`config.mk`:
```
export PLATFORM = sky130hd
export DESIGN_NAME = alu_exec_unit
export DESIGN_NICKNAME = d
export VERILOG_FILES = /design/src/rtl/alu_exec_unit.sv
export SDC_FILE = /design/constraint.sdc
export NUM_CORES = 1
export LEC_CHECK = 0
export ABC_AREA = 1
export CAP_MARGIN = 40
export CORE_ASPECT_RATIO = 0.8
export CORE_UTILIZATION = 24
export CTS_CLUSTER_DIAMETER = 30
export DETAILED_ROUTE_END_ITERATION = 10
export PLACE_DENSITY = 0.39
export SLEW_MARGIN = 10
export SYNTH_ARGS = -nofsm -noshare
export SYNTH_HDL_FRONTEND = slang
export SYNTH_SLANG_ARGS = --single-unit
```
`constraint.sdc`:
```
create_clock -name clk_i -period 7.8 [get_ports clk_i]
set_clock_uncertainty 0.1 [all_clocks]
set_input_delay 1.56 -clock clk_i [delete_from_list [all_inputs] [get_ports clk_i]]
set_output_delay 1.56 -clock clk_i [all_outputs]
set_load 0.01 [all_outputs]
```
`src/rtl/alu_exec_unit.sv`:
```
// alu_exec_unit: EX-stage ALU with ALU-control decode, a registered result
// path and an iterative shift-add multiplier that stalls issue while busy.
module alu_exec_unit #(
  parameter int WIDTH          = 32,
  parameter int BITS_PER_CYCLE = 1
) (
  input  logic             clk_i,
  input  logic             rst_i,
  input  logic             valid_i,
  input  logic             flush_i,
  input  logic [1:0]       ALUOp_i,
  input  logic [5:0]       funct_i,
  input  logic [WIDTH-1:0] src1_i,
  input  logic [WIDTH-1:0] src2_i,
  output logic [WIDTH-1:0] result_o,
  output logic             zero_o,
  output logic             valid_o,
  output logic             illegal_o,
  output logic             busy_o,
  output logic [3:0]       ALUCtrl_o
);

  // Multiplier iteration count and a counter wide enough to hold it.
  localparam int N  = WIDTH / BITS_PER_CYCLE;
  localparam int CW = $clog2(N + 1);

  localparam logic [3:0] CTRL_AND = 4'h0;
  localparam logic [3:0] CTRL_OR  = 4'h1;
  localparam logic [3:0] CTRL_ADD = 4'h2;
  localparam logic [3:0] CTRL_SUB = 4'h6;
  localparam logic [3:0] CTRL_SLT = 4'h7;
  localparam logic [3:0] CTRL_MUL = 4'hA;
  localparam logic [3:0] CTRL_ILL = 4'hE;

  typedef enum logic {S_IDLE, S_MUL} state_e;

  state_e           state_q,   state_d;
  logic [WIDTH-1:0] mcand_q,   mcand_d;   // multiplicand, shifted left per step
  logic [WIDTH-1:0] mplier_q,  mplier_d;  // multiplier, shifted right per step
  logic [WIDTH-1:0] acc_q,     acc_d;
  logic [CW-1:0]    cnt_q,     cnt_d;
  logic [WIDTH-1:0] result_q,  result_d;
  logic             zero_q,    zero_d;
  logic             valid_q,   valid_d;
  logic             illegal_q, illegal_d;

  logic [3:0]       ctrl;
  logic [WIDTH-1:0] alu_res;
  logic [WIDTH-1:0] partial;
  logic [WIDTH-1:0] mac_sum;
  logic             slt_lt;

  // Decode ALU control from the main-control op class and funct field.
  always_comb begin
    ctrl = CTRL_ILL;
    unique case (ALUOp_i)
      2'b00: ctrl = CTRL_ADD;
      2'b01: ctrl = CTRL_SUB;
      2'b11: ctrl = CTRL_SLT;
      2'b10: begin
        unique case (funct_i)
          6'b100000: ctrl = CTRL_ADD;
          6'b100010: ctrl = CTRL_SUB;
          6'b100100: ctrl = CTRL_AND;
          6'b100101: ctrl = CTRL_OR;
          6'b101010: ctrl = CTRL_SLT;
          6'b011000: ctrl = CTRL_MUL;
          default:   ctrl = CTRL_ILL;
        endcase
      end
      default: ctrl = CTRL_ILL;
    endcase
  end

  assign ALUCtrl_o = ctrl;

  // Single-cycle result; MUL and ILLEGAL yield 0 here (MUL never uses it).
  always_comb begin
    slt_lt  = ($signed(src1_i) < $signed(src2_i));
    alu_res = '0;
    unique case (ctrl)
      CTRL_ADD: alu_res = src1_i + src2_i;
      CTRL_SUB: alu_res = src1_i - src2_i;
      CTRL_AND: alu_res = src1_i & src2_i;
      CTRL_OR:  alu_res = src1_i | src2_i;
      CTRL_SLT: alu_res = {{(WIDTH-1){1'b0}}, slt_lt};
      default:  alu_res = '0;
    endcase
  end

  // One multiplier step: shifted multiplicand times the low multiplier bits.
  // Only the low WIDTH bits are kept, which is correct for signed operands too.
  always_comb begin
    partial = '0;
    for (int b = 0; b < BITS_PER_CYCLE; b++) begin
      if (mplier_q[b]) partial = partial + (mcand_q << b);
    end
    mac_sum = acc_q + partial;
  end

  // Next-state: issue in IDLE, iterate or abort in MUL.
  always_comb begin
    state_d   = state_q;
    mcand_d   = mcand_q;
    mplier_d  = mplier_q;
    acc_d     = acc_q;
    cnt_d     = cnt_q;
    result_d  = result_q;
    zero_d    = zero_q;
    valid_d   = 1'b0;
    illegal_d = 1'b0;
    unique case (state_q)
      S_IDLE: begin
        if (valid_i && !flush_i) begin
          if (ctrl == CTRL_MUL) begin
            state_d  = S_MUL;
            mcand_d  = src1_i;
            mplier_d = src2_i;
            acc_d    = '0;
            cnt_d    = CW'(N);
          end else begin
            result_d  = alu_res;
            zero_d    = (alu_res == '0);
            valid_d   = 1'b1;
            illegal_d = (ctrl == CTRL_ILL);
          end
        end
      end
      S_MUL: begin
        if (flush_i) begin
          // Abort: drop the product, keep the last visible result.
          state_d = S_IDLE;
          cnt_d   = '0;
        end else begin
          acc_d    = mac_sum;
          mcand_d  = mcand_q << BITS_PER_CYCLE;
          mplier_d = mplier_q >> BITS_PER_CYCLE;
          cnt_d    = cnt_q - CW'(1);
          if (cnt_q == CW'(1)) begin
            state_d  = S_IDLE;
            result_d = mac_sum;
            zero_d   = (mac_sum == '0);
            valid_d  = 1'b1;
          end
        end
      end
      default: state_d = S_IDLE;
    endcase
  end

  // State and output registers; reset overrides flush and issue.
  always_ff @(posedge clk_i) begin
    if (rst_i) begin
      state_q   <= S_IDLE;
      mcand_q   <= '0;
      mplier_q  <= '0;
      acc_q     <= '0;
      cnt_q     <= '0;
      result_q  <= '0;
      zero_q    <= 1'b1;
      valid_q   <= 1'b0;
      illegal_q <= 1'b0;
    end else begin
      state_q   <= state_d;
      mcand_q   <= mcand_d;
      mplier_q  <= mplier_d;
      acc_q     <= acc_d;
      cnt_q     <= cnt_d;
      result_q  <= result_d;
      zero_q    <= zero_d;
      valid_q   <= valid_d;
      illegal_q <= illegal_d;
    end
  end

  assign result_o  = result_q;
  assign zero_o    = zero_q;
  assign valid_o   = valid_q;
  assign illegal_o = illegal_q;
  assign busy_o    = (state_q == S_MUL);

endmodule

```
---- After elaboration in Yosys (flattened, before gate mapping) ----
Cells that the tools add are included.
word-level totals
  input bits .............................. 76
  bits in registers ....................... 138
  output and inout bits ................... 40
  word-level logic and storage cells ...... 89
cells by class
  equal/unequal tests ..................... 21
  add/sub/neg operators ................... 4
  multiplexer cells ....................... 40
  reduce and logical (&&, ||, !) cells .... 10
  bitwise operators ....................... 4
  $lt $le $gt $ge ......................... 1
operators by type and width
  kind                                                                 count
  32-bit 2-to-1 mux                                                    14
  32-bit case mux with 2 select lines                                  4
  32-bit case mux with 5 select lines                                  1
  32-bit adder                                                         2
  32-bit zero test                                                     2
  32-bit AND                                                           1
  32-bit less-than comparator                                          1
  32-bit OR                                                            1
  32-bit subtractor                                                    1
  6-bit == test (second input constant)                                5
  4-bit case mux with 6 select lines                                   1
  6-bit 2-to-1 mux                                                     3
  4-bit case mux with 4 select lines                                   1
  1-bit 2-to-1 mux                                                     12
  6-bit case mux with 2 select lines                                   1
  4-bit by 3-bit == test with 1-bit output (second input constant)     2
  4-bit == test (second input constant)                                2
  2-bit != test (second input constant)                                4
  6-bit by 1-bit == test with 1-bit output (second input constant)     1
  6-bit by 5-bit == test with 1-bit output (second input constant)     1
  1-bit case mux with 2 select lines                                   3
  6-bit by 1-bit subtractor with 6-bit output (second input constant)  1
  2-bit == test (second input constant)                                2
  4-bit by 1-bit == test with 1-bit output (second input constant)     1
  other kinds (12)                                                     13

---- Logic depth before layout (Yosys ltp) ----
Gate-level depths: netlist (run 1).
  depth in word-level cells ............... 9
  mapped depth ............................ 26
  depth with buffers taken out ............ 25

---- Worst setup path before layout (run 1) ----
No wires, ideal clock.
  path kind ............................... input -> output
  start ................................... in funct_i[5]
  end ..................................... out ALUCtrl_o[3]
  path buffers ............................ 0
  stages on the path ...................... 7
  required time ........................... 6.140 ns
  setup slack ............................. 3.960 ns
  data arrival time ....................... 2.180 ns
  cell sequence ........................... inv_1 nor2_4 nand2_1 nor2_1 o21ai_1 nand2_2 inv_1
on the way
  cells in the longest elaborated chain, start to end .. 3
  elaborated cells between the ends (all ways) .. 8
  classes of those cells .................. eq/ne (6); mux (2)
ends and longest elaborated chain
  what                                                                       RTL line  RTL
  from (decl)                                                                12        input logic [5:0] funct_i,
  6-bit by 5-bit == test with 1-bit output or 6-bit == test (tied branches)  61        unique case (funct_i)
  4-bit case mux with 6 select lines *                                       61
  4-bit case mux with 4 select lines *                                       56        unique case (ALUOp_i)
  to (decl)                                                                  20        output logic [3:0] ALUCtrl_o
Every way passes the cells marked *; elsewhere a longest branch is shown, timed or not.

---- Worst setup path in the final report (run 1) ----
  start ................................... in funct_i[3]
  end ..................................... out ALUCtrl_o[3]
The elaborated chain is that of the path after synthesis.

==> results of run 1 <==
## path summary, 6_finish.rpt
path / from / end / slack, ns / cells past startpoint
worst max-delay path: funct_i[3] / ALUCtrl_o[3] / 2.61 / 8
worst min-delay path: result_o[3]$_SDFFE_PP0P_ / result_o[3]$_SDFFE_PP0P_ / 0.37 / 2
worst max register to register: mplier_q[0]$_SDFFE_PP0P_ / zero_o$_SDFFE_PP1P_ / 4.21 / 19
worst min register to register: result_o[3]$_SDFFE_PP0P_ / result_o[3]$_SDFFE_PP0P_ / 0.37 / 2
## state kept, by name, indices dropped and copies added (netlist names)
register   flops
acc_q         32
mcand_q       32
mplier_q      32
result_o      32
cnt_q          6
busy_o         1
illegal_o      1
valid_o        1
zero_o         1
## per-stage QoR
stage	cells	hold slack, ns	util [%]	setup slack [ns]	instance area (um^2)
2_1_floorplan	2570	0.344	-	3.96	14600
3_3_place_gp	3372	0.357	27.3	2.50	16300
3_5_place_dp	3374	0.357	27.3	2.52	16300
4_1_cts	3406	0.368	28.3	2.61	16900
5_1_grt	3406	0.395	28.3	2.48	16900
6_report	3406	0.368	28.3	2.61	16900
## placed cells by master (no fill, tap or decap), types with 4 or more instances in the layout
master,netlist,routed
nand2_1,826,825
inv_1,413,411
nor2_1,229,229
o21ai_0,172,172
nand3_1,161,161
dfxtp_1,138,137
ha_1,129,129
a21oi_1,127,127
clkdlybuf4s50_1,0,115
a31oi_1,84,84
nand4_1,33,33
xor2_1,30,30
nor3_1,20,20
o21bai_1,18,18
clkbuf_16,0,17
o22ai_1,11,11
nand3b_1,11,11
buf_4,5,9
inv_2,8,7
nor2_4,7,7
inv_6,0,7
nand2_2,4,5
or2_2,5,5
o21ai_1,4,4
o211ai_1,4,4
or2_0,4,4
## power groups by stage
stage / sequential, mW / clock (mW) / combinational, mW
finish: 0.732 / 0.829 / 0.713
global route: 0.734 / 0.878 / 0.783
CTS: 0.732 / 0.851 / 0.712
detailed placement: 0.748 / 0 / 0.709
global placement: 0.748 / 0 / 0.714
floorplan: 0.750 / 0 / 0.405
## per-layer routing
| metal | global-route usage, % | vias to the layer above | part of all wire [%] |
|---|---|---|---|
| met5 | 0 | - | 0.020 |
| met4 | 3.42 | 2 | 1.2 |
| met3 | 3.00 | 43 | 5.6 |
| met2 | 30.9 | 437 | 41 |
| met1 | 31.2 | 7414 | 52 |
| li1 | - | 8232 | - |
## cells by family after synthesis
| family | after synthesis | share of synthesized area (%) |
|---|---|---|
| xor gates and xnor gates | 31 | 1.87 |
| and+or+nand+nor | 1314 | 37.3 |
| DFF | 138 | 19.0 |
| adders and majority gates | 132 | 11.5 |
| buffers and inverters | 523 | 14.1 |
| AOI/OAI and AO/OA | 432 | 16.3 |
## final cells by class
cell class | instances | area, um^2
flip-flops and latches | 138 | 2770
clock inverters | 14 | 149
fillers | 6877 | 42900
repair buffers | 126 | 1250
well taps | 779 | 975
clock buffers | 18 | 429
inverters | 422 | 1590
multi-input cells | 1909 | 9740
## worst max-delay path, stage by stage
cell and delay, ns:
clkdlybuf4s50_1 0.54, inv_2 0.06, nor2_1 0.15, nand3_1 0.12, o21ai_1 0.14, nand2_2 0.21, inv_1 0.17, clkdlybuf4s50_1 0.56
==> impl_metrics.ini, run 1 <==
[synth]
synth_seq_cells = 138
synth_top_area_share_pct = 21.3
synth_edf_count = 0
ys_types = 46
yosys-top-cells-count = 826 x nand2_1, 413 x inv_1, 229 x nor2_1, 172 x o21ai_0, 161 x nand3_1
synth.net_count = 2778
async_flop_share_pct = 0
postSynthCellCount = 2570
synth_most_common_cell = nand2_1
ys.warnings.count = 0
yosys_most_used_dff = dfxtp_1
avgSynthCellArea_um2 = 5.66
synthTopCellsByArea = nand2_1 21%, dfxtp_1 19%, ha_1 11%
ys_seq_area_share_pct = 19.0
syn_area_um2 = 14600
synth_top_cell_by_area = nand2_1

[floorplan]
initial_core_util_pct = 24.4
num_rows = 80
pin_count = 116
die_x_um = 277
core_um2 = 59800
die_height_um = 222
dieArea_um2 = 61600

[pwr]
p_sw_uw = 878
peakVddDrop_mv = 0.111
p_comb_share_pct = 31.4
clkPwrFrac_pct = 36.5
intPower_mw = 1.40
swShare_pct = 38.6
p_leak_nw = 8.64
power_density_nw_per_um2 = 135
power_mw = 2.27
pwr-share-seq_pct = 32.2

[detailed_routing]
avgRoutedWirePerCell_um = 18.9
vias_per_cell = 4.74
drt_wl_total_mm = 64.5
drc = 0
firstDrtPassIters = 6
drtIter0Drc = 1456
via_count = 16100
drtAntennaViolNets = 0

[clock_network]
cts_sinks = 138
cts_buffer_depth = 2
clk_latency_ns = 0.44
cts-resized-gates = 0
postCtsSetupRepairBufs = 0
htree_levels = 4
ctsHoldBuffers = 0
cts_root_buf = clkbuf_16
cts_buffers = 17
tritoncts = done
clk_pin_slew_ns = 0.08

[placed_design]
place.gp.congestion = 0.936
port_buffers = 115
dp_hpwl_mm = 53.1

[global_route]
grt_usage_pct = 20.7
antenna_found_initial = 1
overflow = 0
grt_pass1_vias = 15400
grt_pass1_wl_mm = 96.6
grt_max_degree = 73

[sta]
setup_viol = 0
period_minus_slack_ns = 5.19
fmax_mhz = 193
max_slew_margin_pct = 43.3
period_share_pct = 66.6
tightest_slew_ns = 0.850
final_hold_viol_count = 0
fin_setup_tns_ns = 0
drv_slew = 0
rsz0062_at_grt = no

[finish]
num_antenna_cells = 0
drive_gt1_share_pct = 3.01
synthToLayoutAreaGrowth_pct = 16.1
num-nets-final = 2822

[hold_path]
hp-class = flip-flop to flip-flop

[setup_path]
arrival_ns = 3.53
start_kind = input pin
criticalPathCategory = input pin to output port
critPathRequiredTime_ns = 6.14
end_kind = output port
path_max_fanout = 10

[run_status]
outcome = complete, no violations

[job]
drv_cap = 0
No activity file was read; power rests on OpenSTA's default activity.
==> inputs of run 2 (changes only) <==
PLACE_DENSITY = 0.4   (was 0.39)
clock period = 4.5 ns   (was 7.8 ns; I/O delays follow)
==> run 2 against run 1 <==
Utilization increased by 2.2 points. Worst hold slack about the same. Count of clock-buffer cells in the layout increased by 4. Critical path depth increased by 16. Via count increased by 4.7%. Worst setup slack got worse by 2.3 ns. Largest power group is now combinational logic. Sequential share of layout area decreased by 1.2 points. Largest cell class unchanged. Highest routed layer unchanged. Non-clock buffer count increased by 175. Global-route usage increased by 1.1 points. First-iteration DRC count decreased by 8.2%. Die area unchanged. Wire length increased by 4.7%.
==> impl_metrics.ini, run 2 (synthesized netlist as in run 1, its figures left out) <==
[setup_path]
crit_path_end = zero_o$_SDFFE_PP1P_
criticalPathCategory = input pin to flip-flop
reg2reg_depth = 18
cp.depth = 24
path_cells = clkdlybuf4s50_1, inv_1, ha_1, nor2_1, nand2_1, nand2_1, inv_1, nand2_1, nand2_1, nand2_1, nand2_1, nand2_1, nand2_1, nand3_2, nand2_1, inv_1, nand2_1, nor2_1, nand2_1, nor2_1, nand4_1, nand2_1, nand2_1, nand2_1
reg2reg_to = zero_o$_SDFFE_PP1P_
worstSetupStartpoint = src1_i[7]
critPathTopFamily = simple AND/OR/NAND/NOR gates
critPathMaxStageDelay_ns = 0.61
path_max_fanout = 9
reg2reg_slack_ns = 1.06
cp_common_cell = nand2_1
r2r-start = mplier_q[0]$_SDFFE_PP0P_
arrival_ns = 4.51
cp_slowest_cell = clkdlybuf4s50_1
critPathRequiredTime_ns = 4.80
worst-path-buf-inv = 4
end_kind = flip-flop
start_kind = input pin

[detailed_routing]
drtAntennaViolNets = 0
via_count = 16900
vias_per_cell = 4.71
drc = 0
drt_wl_total_mm = 67.5
avgRoutedWirePerCell_um = 18.9
firstDrtPassIters = 8
drtIter0Drc = 1337

[sta]
fin_setup_tns_ns = 0
period_share_pct = 93.5
tightest_slew_ns = 0.774
drv_slew = 0
max_slew_margin_pct = 48.4
final_hold_viol_count = 0
rsz0062_at_grt = no
final.setup.worst_slack_ns = 0.294
fin_hold_ws_ns = 0.368
fmax_mhz = 238
period_minus_slack_ns = 4.21
setup_viol = 0

[placed_design]
port_buffers = 115
post-place-ws_ns = -0.238
place_area_um2 = 17700
place.gp.congestion = 1.00
dp_hpwl_mm = 56.5

[floorplan]
initial_core_util_pct = 24.4
num_rows = 80
pin_count = 116
die_x_um = 277
core_um2 = 59800
die_height_um = 222
dieArea_um2 = 61600

[global_route]
grt_pass1_vias = 16000
antenna_found_initial = 2
overflow = 0
grt_max_degree = 80
grt_usage_pct = 21.7
grt_pass1_wl_mm = 100

[clock_network]
postCtsSetupRepairBufs = 0
cts_root_buf = clkbuf_16
cts_buffer_depth = 2
cts_sinks = 138
ctsHoldBuffers = 0
cts-resized-gates = 0
clk_pin_slew_ns = 0.07
htree_levels = 4
tritoncts = done
cts_buffers = 17
clk_latency_ns = 0.46

[finish]
seq_area_um2 = 2770
final_common_cell = nand2_1
num_antenna_cells = 0
fillCellCount = 6817
synthToLayoutAreaGrowth_pct = 25.2
multi_input_area_um2 = 9750
num-nets-final = 2997
postLayoutCellArea_um2 = 18200
fin_util_pct = 30.5
drive_gt1_share_pct = 9.06
most-common-layout-cells = 825 x nand2_1, 411 x inv_1, 229 x nor2_1

[job]
drv_cap = 0

[run_status]
outcome = complete, no violations

[pwr]
peakVddDrop_mv = 0.252
p_leak_nw = 9.47
power_density_nw_per_um2 = 222

[hold_path]
hp-class = flip-flop to flip-flop
-- run 2: area by class of cell --
cell class | count | share of cell area (%)
multi-input cells | 1909 | 53.5
flip-flops and latches | 138 | 15.2
repair buffers | 301 | 14.3
inverters | 422 | 8.73
well taps | 779 | 5.35
clock buffers | 22 | 2.55
clock inverters | 10 | 0.371
-- run 2: worst reg2reg max path: cells and delay by family (launching register included) --
family	cells	cell delay, ns
flops	1	0.35
buf+inv	2	0.46
fa+ha+maj	1	0.42
simple gates	15	2.06
-- run 2: where the power goes --
part	switching (mW)	total, mW	internal [mW]
sequential	0.0201	1.27	1.25
combinational	0.889	1.42	0.533
clock	0.624	1.36	0.732
-- run 2: routing by layer --
metal	track usage (%)	wire length [um]
met2	31.9	27400
met1	32.2	34700
met5	0	23
met4	5.22	1330
met3	3.92	4100
-- run 2: worst min-delay path by stage --
stage,depth (start not counted),endpoint,from,slack (ns)
final,2,mplier_q[14]$_SDFFE_PP0P_,mplier_q[15]$_SDFFE_PP0P_,0.37
after global routing,2,mplier_q[9]$_SDFFE_PP0P_,mplier_q[10]$_SDFFE_PP0P_,0.38
after CTS,2,mplier_q[14]$_SDFFE_PP0P_,mplier_q[15]$_SDFFE_PP0P_,0.37
after detailed placement,2,mplier_q[9]$_SDFFE_PP0P_,mplier_q[10]$_SDFFE_PP0P_,0.36
after global placement,2,result_o[3]$_SDFFE_PP0P_,result_o[3]$_SDFFE_PP0P_,0.36
after floorplan,2,mplier_q[31]$_SDFFE_PP0P_,mplier_q[31]$_SDFFE_PP0P_,0.34
-- run 2: stage by stage --
step                power (mW)  std cells
finish                    4.05       3581
global route              4.27       3581
CTS                       4.09       3581
detailed placement        2.71       3549
global placement          2.72       3549
floorplan                 2.00       2570
==> variant 1 (settings of run 2) <==
Take the reset off `result_q` and load it in a clocked block of its own.
--- a/src/rtl/alu_exec_unit.sv
+++ b/src/rtl/alu_exec_unit.sv
@@ -156,7 +156,6 @@
       mplier_q  <= '0;
       acc_q     <= '0;
       cnt_q     <= '0;
-      result_q  <= '0;
       zero_q    <= 1'b1;
       valid_q   <= 1'b0;
       illegal_q <= 1'b0;
@@ -166,11 +165,14 @@
       mplier_q  <= mplier_d;
       acc_q     <= acc_d;
       cnt_q     <= cnt_d;
-      result_q  <= result_d;
       zero_q    <= zero_d;
       valid_q   <= valid_d;
       illegal_q <= illegal_d;
     end
+  end
+
+  always_ff @(posedge clk_i) begin
+    result_q <= result_d;
   end
 
   assign result_o  = result_q;
Check against the original RTL: not equivalent (a bounded check fails within 4 cycles, from zero or initial values and one cycle with rst_i high).
==> variant 1 against run 2 <==
- cell area decreased by 2.2%
- synthesized area about the same
- sequential cell count unchanged
- worst setup slack got worse by 0.098 ns
- power increased by 2.7%
- wire length decreased by 3.7%
- highest routed layer unchanged
==> variant 1: results (changes against run 2) <==
status finished clean (unchanged); largest net degree at the start of global routing 76 (was 80); Initial DRT Pass Iterations 5 (was 8); dpl hpwl 54,600 um (was 56,500 um); pin slew with the least headroom to its limit 0.836 ns (was 0.774 ns); number of enable flip-flop cells after synthesis 32 (was 0); largest cells by area after synthesis nand2_1 (22%), dfxtp_1 (15%), ha_1 (11%), inv_1 (11%), edfxtp_1 (6.6%) (was nand2_1 (21%), dfxtp_1 (19%), ha_1 (11%), inv_1 (11%), o21ai_0 (5.9%)); leakage 9.37 nW (was 9.47 nW); Net Count, Synth 2,706 (was 2,778); Chip Width 277 um (about the same); via count 16,299 (was 16,878); Synth top cells by count nand2_1 (838), inv_1 (408), nor2_1 (217) (was nand2_1 (826), inv_1 (413), nor2_1 (229)); Switching Share 0.358 (was 0.379); all-layer global routing usage 0.210 (was 0.217); first-pass GRT wire length 97,900 um (was 100,000 um); Crit path arrival time 4.58 ns (was 4.51 ns); post-place instance area 0.0172 mm2 (was 0.0177 mm2); Max FO, Critical Path 3 (was 9); metal1 wirelength 33,300 um (was 34,700 um); DR WL/cell 18.8 um (was 18.9 um); worst slack at placement -0.208 ns (was -0.238 ns); GP Congestion 0.968 (was 1.00); met2 WL 26,300 um (was 27,400 um); WL final 65,000 um (was 67,500 um); Worst VDD drop 179 uV (was 252 uV); layout cells sized above 1 0.0713 (was 0.0906); CP max stage delay 0.59 ns (was 0.61 ns); FF-to-FF path depth 20 (was 18); synthesized area per cell 5.83 um2 (was 5.66 um2); root buf cell clkbuf_16 (unchanged); drt initial violations 1,322 (was 1,337)
## variant 1: changes by cell type in the layout (fill, tap and decap cells not counted), moves of 8 or more
cell      delta
o21ai_0     -28
buf_4       -62
dfxtp_1     -32
a31oi_1     -22
nand3_1      -8
nand2_1     +13
edfxtp_1    +32
nor2_1      -13
## variant 1: tightest hold or removal path, cell delays in order (launching register included)
cell	delay, ns
dfxtp_1	0.31
nand2_1	0.05
a31oi_1	0.07
## variant 1: worst paths after layout
kind                                   from     endpoint  slack (ns)
worst max-delay path             src1_i[19]       zero_o        0.20
worst min-delay path            mplier_q[8]  mplier_q[7]        0.36
worst max register to register  mplier_q[0]       zero_o        0.75
worst min register to register  mplier_q[8]  mplier_q[7]        0.36
## variant 1: cell families after synthesis
| logic type | share of synthesized area |
|---|---|
| AND/OR/NAND/NOR | 0.371 |
| buffers and inverters | 0.139 |
| AO/OA/AOI/OAI | 0.145 |
| flip-flops | 0.212 |
| adder cells (fa/ha/maj) | 0.115 |
| XOR/XNOR | 0.0192 |
## variant 1: power groups by stage
stage	sequential [mW]	clock [mW]	combinational, mW
after global placement	1.35	0	1.37
after floorplan	1.36	0	0.689
after CTS	1.32	1.51	1.36
after detailed placement	1.35	0	1.36
after global routing	1.33	1.56	1.49
final	1.32	1.48	1.36
## variant 1: area by class of cell
class | count | area (um2)
clock inverters | 9 | 110
clock buffers | 23 | 489
repair buffers | 238 | 2120
well taps | 779 | 975
flip-flops and latches | 138 | 3090
multi-input cells | 1849 | 9460
fillers | 6811 | 41900
inverters | 421 | 1580
## variant 1: layer usage
metal | up-vias | GRT usage
met1 | 7547 | 0.314
li1 | 8216 | -
met5 | - | 0
met2 | 464 | 0.311
met3 | 66 | 0.0293
met4 | 6 | 0.0529
==> variant 2 (flow settings as in run 2) <==
Without the edit above. Set the parameter `WIDTH` to 16 (it was 32).
--- a/src/rtl/alu_exec_unit.sv
+++ b/src/rtl/alu_exec_unit.sv
@@ -1,7 +1,7 @@
 // alu_exec_unit: EX-stage ALU with ALU-control decode, a registered result
 // path and an iterative shift-add multiplier that stalls issue while busy.
 module alu_exec_unit #(
-  parameter int WIDTH          = 32,
+  parameter int WIDTH          = 16,
   parameter int BITS_PER_CYCLE = 1
 ) (
   input  logic             clk_i,
Ports: changed (resized result_o, src1_i and src2_i); port bits go from 116 to 68. The function was not compared with the original's and may differ.
==> variant 2 against run 2 <==
- power decreased by 50%
- synthesized area is 54% lower
- fmax increased by 7.3%
- cell area decreased by 56%
- sequential cell count fell by 65
- worst setup slack improved by 0.29 ns
- non-clock buffer count down 217
- critical endpoint is now ALUCtrl_o[3]
- wire length shrank 63%
==> variant 2: results (changes against run 2) <==
largest net degree at the start of global routing 89 (was 80); FF-to-FF path depth 15 (was 18); worst setup path endpoint ALUCtrl_o[3] (was zero_o); WL met3 1490 um (was 4100 um); Worst Hold Launch cnt_q[1] (was mplier_q[15]); register area share after synthesis 0.218 (was 0.190); via count 6,939 (was 16,878); GP Congestion 0.868 (was 1.00); area leader, netlist dfxtp_1 (was nand2_1); Switching Share 0.336 (was 0.379); Initial DRT Pass Iterations 5 (was 8); dpl hpwl 19,800 um (was 56,500 um); met3 usage 0.0371 (was 0.0392); status finished clean (unchanged); all-layer global routing usage 0.180 (was 0.217); port buffer count 67 (was 115); R2R setup slack 1.21 ns (was 1.06 ns); largest cells by area after synthesis dfxtp_1 (22%), nand2_1 (17%), ha_1 (12%), inv_1 (8.9%), nand3_1 (5.4%) (was nand2_1 (21%), dfxtp_1 (19%), ha_1 (11%), inv_1 (11%), o21ai_0 (5.9%)); Final nets 1,238 (was 2,997); Synth top cells by count nand2_1 (303), inv_1 (159), dfxtp_1 (73) (was nand2_1 (826), inv_1 (413), nor2_1 (229)); crit path from funct_i[1] (was src1_i[7]); DR WL/cell 16.8 um (was 18.9 um); post-place instance area 0.00772 mm2 (was 0.0177 mm2); Max FO, Critical Path 5 (was 9); first-pass GRT wire length 39,000 um (was 100,000 um); Reg area 0.00146 mm2 (was 0.00277 mm2); highest routed layer met4 (was met5); worst hold endpoint cnt_q[1] (was mplier_q[14]); vias in the first global route 6,683 (was 15,977); Clk Latency, worst-skew pair 0.36 ns (was 0.46 ns); GR Layer Usage met2 0.251 (was 0.319); Finished Layout Cells 1,497 (was 3,581); Power Sequential 685 uW (was 1.27 mW); initial antenna violation count 1 (was 2); Yosys cell types 45 (was 46)
==> variant 2: cell count changes in the layout (fill, tap and decap cells not counted), moves of 22 or more <==
cell / run 2 / this run
o21ai_0: 172 / 66
inv_1: 411 / 158
nand3_1: 160 / 72
nor2_1: 229 / 60
clkdlybuf4s50_1: 115 / 67
nand2_1: 825 / 303
dfxtp_1: 137 / 72
a31oi_1: 84 / 43
ha_1: 129 / 65
buf_4: 181 / 16
a21oi_1: 126 / 59
nand4_1: 33 / 11
==> variant 2: final cells by class <==
class	count	area share
clock buffers	10	0.0285
inverters	161	0.0751
repair buffers	84	0.101
clock inverters	6	0.0114
well taps	364	0.0566
multi-input cells	797	0.545
diodes	2	0.000622
flip-flops and latches	73	0.182
==> variant 2: kinds of logic after synthesis <==
kind of cell	after synthesis	synth area share
and+or+nand+nor	489	0.308
AOI/OAI and AO/OA	209	0.176
buffers and inverters	208	0.128
DFF	73	0.218
adders and majority gates	68	0.130
xor gates and xnor gates	31	0.0405
